--- src/rtl/traffic_phase_ctrl_if.sv ---
// Lamp/request bundle between the intersection sequencer and its surroundings.
// Requests are plain levels sampled on each clock edge; lamp outputs are registered decodes.
interface traffic_phase_ctrl_if;
    logic       tick_1s;
    logic       sensor;
    logic       walk_req;
    logic [2:0] main_lt;
    logic [2:0] side_lt;
    logic       walk;
    logic [2:0] phase;
    logic       walk_pend;

    modport master (
        output tick_1s, sensor, walk_req,
        input  main_lt, side_lt, walk, phase, walk_pend
    );

    modport slave (
        input  tick_1s, sensor, walk_req,
        output main_lt, side_lt, walk, phase, walk_pend
    );
endinterface

--- src/rtl/traffic_phase_ctrl.sv ---
// Intersection phase sequencer: main green rests until a side car or pedestrian
// request arrives, then cycles through yellow, walk and side phases on 1 s ticks.
module traffic_phase_ctrl #(
    parameter int MAIN_GREEN_S = 10,
    parameter int SIDE_GREEN_S = 6,
    parameter int YELLOW_S     = 3,
    parameter int WALK_S       = 4,
    parameter int CNT_W        = 8
) (
    input  logic                  clock,
    input  logic                  rst,
    traffic_phase_ctrl_if.slave   bus
);

    typedef enum logic [2:0] {
        MG = 3'd0,
        MY = 3'd1,
        SG = 3'd2,
        SY = 3'd3,
        WK = 3'd4
    } state_t;

    localparam logic [CNT_W-1:0] CNT_MAX = '1;
    localparam logic [CNT_W-1:0] MG_MIN  = CNT_W'(MAIN_GREEN_S);
    localparam logic [CNT_W-1:0] SG_LAST = CNT_W'(SIDE_GREEN_S - 1);
    localparam logic [CNT_W-1:0] Y_LAST  = CNT_W'(YELLOW_S - 1);
    localparam logic [CNT_W-1:0] WK_LAST = CNT_W'(WALK_S - 1);

    state_t           state_q, state_d;
    logic [CNT_W-1:0] sec_cnt_q, sec_cnt_d;
    logic             walk_pend_q, walk_pend_d;
    logic             expired;
    logic [2:0]       main_lt_c, side_lt_c;
    logic             walk_c;

    always_ff @(posedge clock or negedge rst) begin
        if (!rst) begin
            state_q     <= MG;
            sec_cnt_q   <= '0;
            walk_pend_q <= 1'b0;
        end else begin
            state_q     <= state_d;
            sec_cnt_q   <= sec_cnt_d;
            walk_pend_q <= walk_pend_d;
        end
    end

    // A timed state expires on the tick that completes its last second.
    always_comb begin
        expired = 1'b0;
        case (state_q)
            MY, SY:  expired = bus.tick_1s && (sec_cnt_q == Y_LAST);
            SG:      expired = bus.tick_1s && (sec_cnt_q == SG_LAST);
            WK:      expired = bus.tick_1s && (sec_cnt_q == WK_LAST);
            default: expired = 1'b0;
        endcase
    end

    always_comb begin
        state_d = state_q;
        case (state_q)
            MG: if ((sec_cnt_q >= MG_MIN) && (bus.sensor || walk_pend_q)) state_d = MY;
            MY: if (expired) state_d = walk_pend_q ? WK : SG;
            SG: if (expired) state_d = SY;
            SY: if (expired) state_d = MG;
            WK: if (expired) state_d = bus.sensor ? SG : MG;
            default: state_d = MG;
        endcase
    end

    // Entering WK absorbs any request, including one raised on the entry edge.
    always_comb begin
        walk_pend_d = walk_pend_q;
        if (state_q != WK) begin
            if (state_d == WK)
                walk_pend_d = 1'b0;
            else if (bus.walk_req)
                walk_pend_d = 1'b1;
        end
    end

    always_comb begin
        sec_cnt_d = sec_cnt_q;
        if (state_d != state_q)
            sec_cnt_d = '0;
        else if (bus.tick_1s && (sec_cnt_q != CNT_MAX))
            sec_cnt_d = sec_cnt_q + 1'b1;
    end

    // Unknown codes show all-red until the state register recovers to MG.
    always_comb begin
        main_lt_c = 3'b100;
        side_lt_c = 3'b100;
        walk_c    = 1'b0;
        case (state_q)
            MG:      main_lt_c = 3'b001;
            MY:      main_lt_c = 3'b010;
            SG:      side_lt_c = 3'b001;
            SY:      side_lt_c = 3'b010;
            WK:      walk_c    = 1'b1;
            default: walk_c    = 1'b0;
        endcase
    end

    assign bus.main_lt   = main_lt_c;
    assign bus.side_lt   = side_lt_c;
    assign bus.walk      = walk_c;
    assign bus.phase     = state_q;
    assign bus.walk_pend = walk_pend_q;

endmodule

--- src/flat_wrapper.sv ---
// flat-port wrapper written by rule: the top's interface ports become plain ports
module traffic_phase_ctrl_flat 
#(
    parameter int MAIN_GREEN_S = 10,
    parameter int SIDE_GREEN_S = 6,
    parameter int YELLOW_S     = 3,
    parameter int WALK_S       = 4,
    parameter int CNT_W        = 8
)
  (clock, rst, bus_tick_1s, bus_sensor, bus_walk_req, bus_main_lt, bus_side_lt, bus_walk, bus_phase, bus_walk_pend);
  traffic_phase_ctrl_if bus_i ();
  input  logic clock;
  input  logic rst;
  input wire logic [$bits(bus_i.tick_1s)-1:0] bus_tick_1s;
  input wire logic [$bits(bus_i.sensor)-1:0] bus_sensor;
  input wire logic [$bits(bus_i.walk_req)-1:0] bus_walk_req;
  output wire logic [$bits(bus_i.main_lt)-1:0] bus_main_lt;
  output wire logic [$bits(bus_i.side_lt)-1:0] bus_side_lt;
  output wire logic [$bits(bus_i.walk)-1:0] bus_walk;
  output wire logic [$bits(bus_i.phase)-1:0] bus_phase;
  output wire logic [$bits(bus_i.walk_pend)-1:0] bus_walk_pend;
  assign bus_i.tick_1s = bus_tick_1s;
  assign bus_i.sensor = bus_sensor;
  assign bus_i.walk_req = bus_walk_req;
  assign bus_main_lt = bus_i.main_lt;
  assign bus_side_lt = bus_i.side_lt;
  assign bus_walk = bus_i.walk;
  assign bus_phase = bus_i.phase;
  assign bus_walk_pend = bus_i.walk_pend;
  traffic_phase_ctrl #(.MAIN_GREEN_S(MAIN_GREEN_S), .SIDE_GREEN_S(SIDE_GREEN_S), .YELLOW_S(YELLOW_S), .WALK_S(WALK_S), .CNT_W(CNT_W)) u_core (.clock(clock), .rst(rst), .bus(bus_i));
endmodule
--- config.mk ---
export PLATFORM = sky130hd
export DESIGN_NAME = traffic_phase_ctrl_flat
export DESIGN_NICKNAME = d
export VERILOG_FILES = /design/src/rtl/traffic_phase_ctrl_if.sv /design/src/rtl/traffic_phase_ctrl.sv /design/src/flat_wrapper.sv
export SDC_FILE = /design/constraint.sdc
export NUM_CORES = 1
export LEC_CHECK = 0
export ABC_AREA = 0
export ABC_CLOCK_PERIOD_IN_PS = 2090
export BUFFER_PORTS_ARGS = -buffer_cell sky130_fd_sc_hd__buf_2
export CAP_MARGIN = 20
export CORE_MARGIN = 2
export CORE_UTILIZATION = 38
export DETAILED_ROUTE_END_ITERATION = 10
export HOLD_SLACK_MARGIN = 0.1
export PLACE_DENSITY_LB_ADDON = 0.3
export SYNTH_ARGS = -nofsm -noshare
export SYNTH_HDL_FRONTEND = slang
export SYNTH_SLANG_ARGS = --single-unit
--- constraint.sdc ---
create_clock -name clock -period 2.09 [get_ports clock]
set_clock_uncertainty 0.1 [all_clocks]
set_input_delay 0.1045 -clock clock [delete_from_list [all_inputs] [get_ports clock]]
set_output_delay 0.1045 -clock clock [all_outputs]
set_load 0.02 [all_outputs]
* Word-level counts from Yosys, hierarchy flattened
Index checks and enable logic that the tools add are counted.
** Operators by class
- Eq/ne operators :: 11
- Reduce and logical (&&, ||, !) cells :: 11
- Add/subtract/negate cells :: 1
- Muxes and demuxes :: 16
- $lt $le $gt $ge :: 1
** Operator list (number)
- $mux 3 :: 6
- $eq 8x2->1 const B :: 2
- $mux 8 :: 2
- $pmux 3 s5 :: 1
- $pmux 3 s2 :: 2
- $add 8x1->8 const B :: 1
- $eq 8x3->1 const B :: 1
- $ge 8x4->1 const B :: 1
- $ne 8x8->1 const B :: 1
- $eq 3x2->1 const B :: 2
- $eq 3x3->1 const B :: 2
- $logic_and 1x1->1 :: 5
- $reduce_bool 2->1 :: 2
- $eq 3x1->1 const B :: 1
- $logic_not 3->1 :: 1
- $mux 1 :: 3
- $ne 3x3->1 :: 1
- $ne 3x3->1 const B :: 1
- $pmux 1 s3 :: 1
- $mux 2 :: 1
- $reduce_and 2->1 :: 1
- $reduce_or 2->1 :: 1
- $logic_or 1x1->1 :: 1
** Storage, ports and cells
- Bits in registers :: 12
- Word-level logic and storage cells :: 43
- Output and inout bits :: 11
- Input port bits :: 5

* Logic depth before layout (Yosys ltp)
- Depth in word-level cells :: 8
- Mapped depth :: 7
- Gate-level depth less buffers :: 6

* Worst setup path after synthesis
OpenSTA, ideal clock, no wires.
- Path kind :: register to register
- Start :: register u_core.state_q[1], in the netlist u_core.bus.phase[1]
- End :: register u_core.sec_cnt_q[5]
- Stages on the path, launching flop included :: 5
- Data arrival time :: 1903 ps
- Data required time :: 1879 ps
- Clock period less this slack :: 2114 ps
- Slack :: -24 ps
- Buffers on the path :: 0
- Library setup time :: 111 ps
- Path through :: dfrtp_1 -> nor3b_4 -> mux2i_2 -> o32ai_4 -> a2111oi_2
** On the way
- Longest elaborated chain between the ends :: 7
- Elaborated cells between the ends (all ways) :: 16
- Classes of those cells :: eq/ne (5); mux (8); reduce/logical (3)
** RTL lines
- start, declared :: RTL line traffic_phase_ctrl.sv:29 : state_t state_q, state_d;
- start signal, assigned :: RTL line traffic_phase_ctrl.sv:42 : state_q <= state_d;
- $eq 3x1->1 / $eq 3x2->1 (equally long branches) :: RTL line traffic_phase_ctrl.sv:51, traffic_phase_ctrl.sv:61
- $reduce_or 2->1 :: RTL line traffic_phase_ctrl.sv:51 : case (state_q)
- $pmux 1 s3 :: RTL line traffic_phase_ctrl.sv:51
- $mux 3 (on tied branches)
- $pmux 3 s5 :: RTL line traffic_phase_ctrl.sv:61 : case (state_q)
- $ne 3x3->1 * :: RTL line traffic_phase_ctrl.sv:84 : if (state_d != state_q)
- $mux 8 / $reduce_bool 2->1 (equally long branches)
- end signal, assigned :: RTL line traffic_phase_ctrl.sv:43 : sec_cnt_q <= sec_cnt_d;
- end, declared :: RTL line traffic_phase_ctrl.sv:30 : logic [CNT_W-1:0] sec_cnt_q, sec_cnt_d;
Every way passes the cells marked *; elsewhere a longest branch is shown, timed or not.
A chain may end at the register's enable or synchronous reset.

* Worst setup path after layout
- Start :: register u_core.sec_cnt_q[5]
- End :: register u_core.sec_cnt_q[2]
** On the way
- Longest elaborated chain between the ends :: 7
- Elaborated cells between the ends (all ways) :: 20
- Classes of those cells :: order compare (1); eq/ne (5); mux (8); reduce/logical (6)
** RTL lines
- branches (longest 7 deep; another with $ge 8x4->1)
Several ways; the timed one is not identified.

==> reports/summary.md <==
• finished clean — result of the run
• 9.189 um2 — Avg Inst Size Synth
• 2 — maximum number of buffers from clock root to sink
• 141.1 ps — Fin Hold WS
• 0.6911 — Max-slew headroom
• false — RSZ-0062 raised after global routing
• 0 — count of final hold-check violations
• simple AND/OR/NAND/NOR gates — family with the most delay on the worst path
• 0.3988 — starting density of the core
• 808 — via count of the first global-routing pass
• 0 — Setup-failing EPs final
• 1547 um — half-perimeter wire length after detailed placement
• 0 — Max-cap violations
• 2212 um2 — placeable core area
• 3615 um — global-route wire length before repair
• 0.2216 — M1 GR Usage
• 121.9 ps — worst slack at placement
• register — endpoint class of the critical path
• 820.1 uV — highest ir drop seen on vdd
• 127 — number of nets in the layout
• 17 — number of rows in the core area
• 0 — buffer and inverter count on the worst path
• 1 — total number of H-tree levels
• 0.9426 — Tcrit/Tclk final
• 0 — number of cells upsized or downsized after cts
• 119.9 ps — post-route setup slack
• met2 — GRT busiest layer
• register — nature of the critical path startpoint
• 120 ps — flop-to-flop setup slack
• 140 — placed cell count
• nor4_2 > nand3_2 > o32ai_4 > nor3_1 — critical path, cell by cell
• 4 — depth of the worst register-to-register path
• 96 — synthesized instance count
• 0.4707 nW — total leakage power
• 103 — net count after synthesis
• in2async — HP Class
• 0 — Post-CTS Setup Inserts
• built — clock tree from TritonCTS
• clkbuf_4 — Clock Root Buffer
• 500 ps — slowest cell delay on critical path
• 2180 um — WL final
• u_core.sec_cnt_q[2] — Critical R2R Capture
• 14.93 um — Wirelength per Cell
• 0 — drt drc
• 0.8202 — final weighted congestion of routability-driven global placement
• 0 — yosys synthesis warning count
• 1970 ps — minimum period implied by the final worst setup slack
• 80 ps — clock-pin slew on the worst setup and hold paths
• 15 — buffers added on ports
• 3 — hold-fix buffers at CTS
• 0 — antenna cell count
• 1.000 — async set-reset flop share out of synthesis
• 52.18 um — die extent in y
• 0.3101 — GR met2 Demand/Resource
• 270 ps — clock insertion delay at the later pin of the skew report
• 4 — router iterations before antenna repair
• 146 — Finished Layout Cells
• 13 — largest net degree at the start of global routing
• 2723 um2 — total die area
• 34 — drt first-iter violations
• 5.719 — Avg Vias per Cell
• 2010 ps — arrival time worst endpoint
• 0.01714 — Global Route met3 Usage
• 16 — io pins
• 0 — antenna-violating nets left
• 0 — antenna violations before repair
• 21.13% — growth of design area from synthesis to finish
• 8 — largest driver fanout on the critical path
• dfrtp_1 — most used flip-flop cell after synthesis
• 0 ps — setup TNS
• 0.4830 — core utilization of the finished layout
• buf_2 — commonest non-fill, non-tap cell in the layout
• 0.3404 — sequential fraction of the synthesis area
• 12 — number of synthesized register bits
• o32ai_4 — critical-path cell with the highest stage delay
• 2130 ps — data required time at the worst endpoint
• 0 — number of enable-type register cells in the synthesized netlist
• 15 x buf_2, 12 x dfrtp_1, 10 x nand2_1 — most frequent cells in the layout
• u_core.sec_cnt_q[5] — reg-to-reg startpoint
• 3 — clock buffer count from CTS
• 36 — count of distinct cell types in the synthesized netlist
• reg2reg — Setup Crit Path Kind
• 52.18 um — Die W
• 458.5 ps — transition time of the tightest slew-check pin
• 0 — overall overflow remaining after global route
• 0 — Pins Over Slew Limit
• 1356 nW/um2 — Power per Cell Area
• 835 — overall via count from detail_route
• 12 — CTS sink cnt
• 0.2712 — layout cell share with drive strength beyond 1
• 0.1776 — GRT Total Usage
• 507.6 MHz — Max Clock Freq
• 882.1 um2 — cell area after technology mapping
[worst reg2reg max path: stages (launching register included)]
cell,delay [ps]
dfrtp_1,430
nor4_2,440
nand3_2,240
o32ai_4,510
nor3_1,120
[Yosys cell counts (2+ instances only)]
cell type,count,area share
or3_1,2,0.014
a2111oi_2,2,0.034
nor2b_1,3,0.021
ha_1,2,0.028
dfrtp_1,12,0.34
nor3_1,6,0.034
nand2_1,10,0.043
a21oi_1,3,0.017
and3_1,2,0.014
xor2_1,2,0.020
or2_2,2,0.014
mux2i_1,2,0.023
nor2_1,7,0.030
o21ai_0,3,0.017
o31ai_1,2,0.017
inv_1,9,0.038
and3b_1,2,0.020
clkbuf_1,2,0.0085
nor4_1,3,0.021
nand4_1,2,0.014
nand3_1,3,0.017
[per-layer routing]
layer | up-vias | wire length (um)
met5 | - | 0
met4 | 0 | 52
met3 | 8 | 101
met2 | 28 | 1087
met1 | 403 | 939
li1 | 396 | -
[cell type report]
cell class | count | area (um2)
fillers | 213 | 1144
clock buffers | 3 | 22.52
flip-flops and latches | 12 | 300.3
inverters | 9 | 33.78
multi-input cells | 73 | 549.3
well taps | 28 | 35.03
repair buffers | 21 | 127.6
[power by group]
group          total (mW)  internal (mW)  switching, mW
Clock               0.143         0.0667         0.0763
Combinational       0.887          0.338          0.548
Sequential          0.419          0.307          0.113
[through the flow]
step / power [mW] / area [um2]
6_report: 1.449 / 1069
5_1_grt: 1.555 / 1069
4_1_cts: 1.447 / 1069
3_5_place_dp: 1.292 / 1016
3_3_place_gp: 1.282 / 1016
2_1_floorplan: 1.044 / 890.9
[flip-flops by register name, indices dropped and copies added, names as in the netlist]
signal and cells:
u_core.bus.walk_pend 1, u_core.sec_cnt_q 8, u_core.bus.phase 3
[kinds of logic after synthesis]
logic type,after synthesis,synth area share
multiplexers,3,0.03830
buffers and inverters,11,0.04681
adder cells (fa/ha/maj),2,0.02836
flip-flops,12,0.3404
AND/OR/NAND/NOR,46,0.2993
AO/OA/AOI/OAI,19,0.2170
XOR/XNOR,3,0.02979
[worst max-delay path by stage]
| stage | startpoint | endpoint | slack [ps] | cells after the start |
|---|---|---|---|---|
| 2_1_floorplan | u_core.bus.phase[1] | u_core.sec_cnt_q[5] | 50 | 4 |
| 3_3_place_gp | u_core.sec_cnt_q[5] | u_core.sec_cnt_q[0] | 190 | 4 |
| 3_5_place_dp | u_core.sec_cnt_q[5] | u_core.sec_cnt_q[0] | 120 | 4 |
| 4_1_cts | u_core.sec_cnt_q[5] | u_core.sec_cnt_q[2] | 110 | 4 |
| 5_1_grt | u_core.sec_cnt_q[1] | u_core.sec_cnt_q[1] | 20 | 5 |
| 6_report | u_core.sec_cnt_q[5] | u_core.sec_cnt_q[2] | 120 | 4 |
Note: power is estimated with default switching activity, not from simulation.
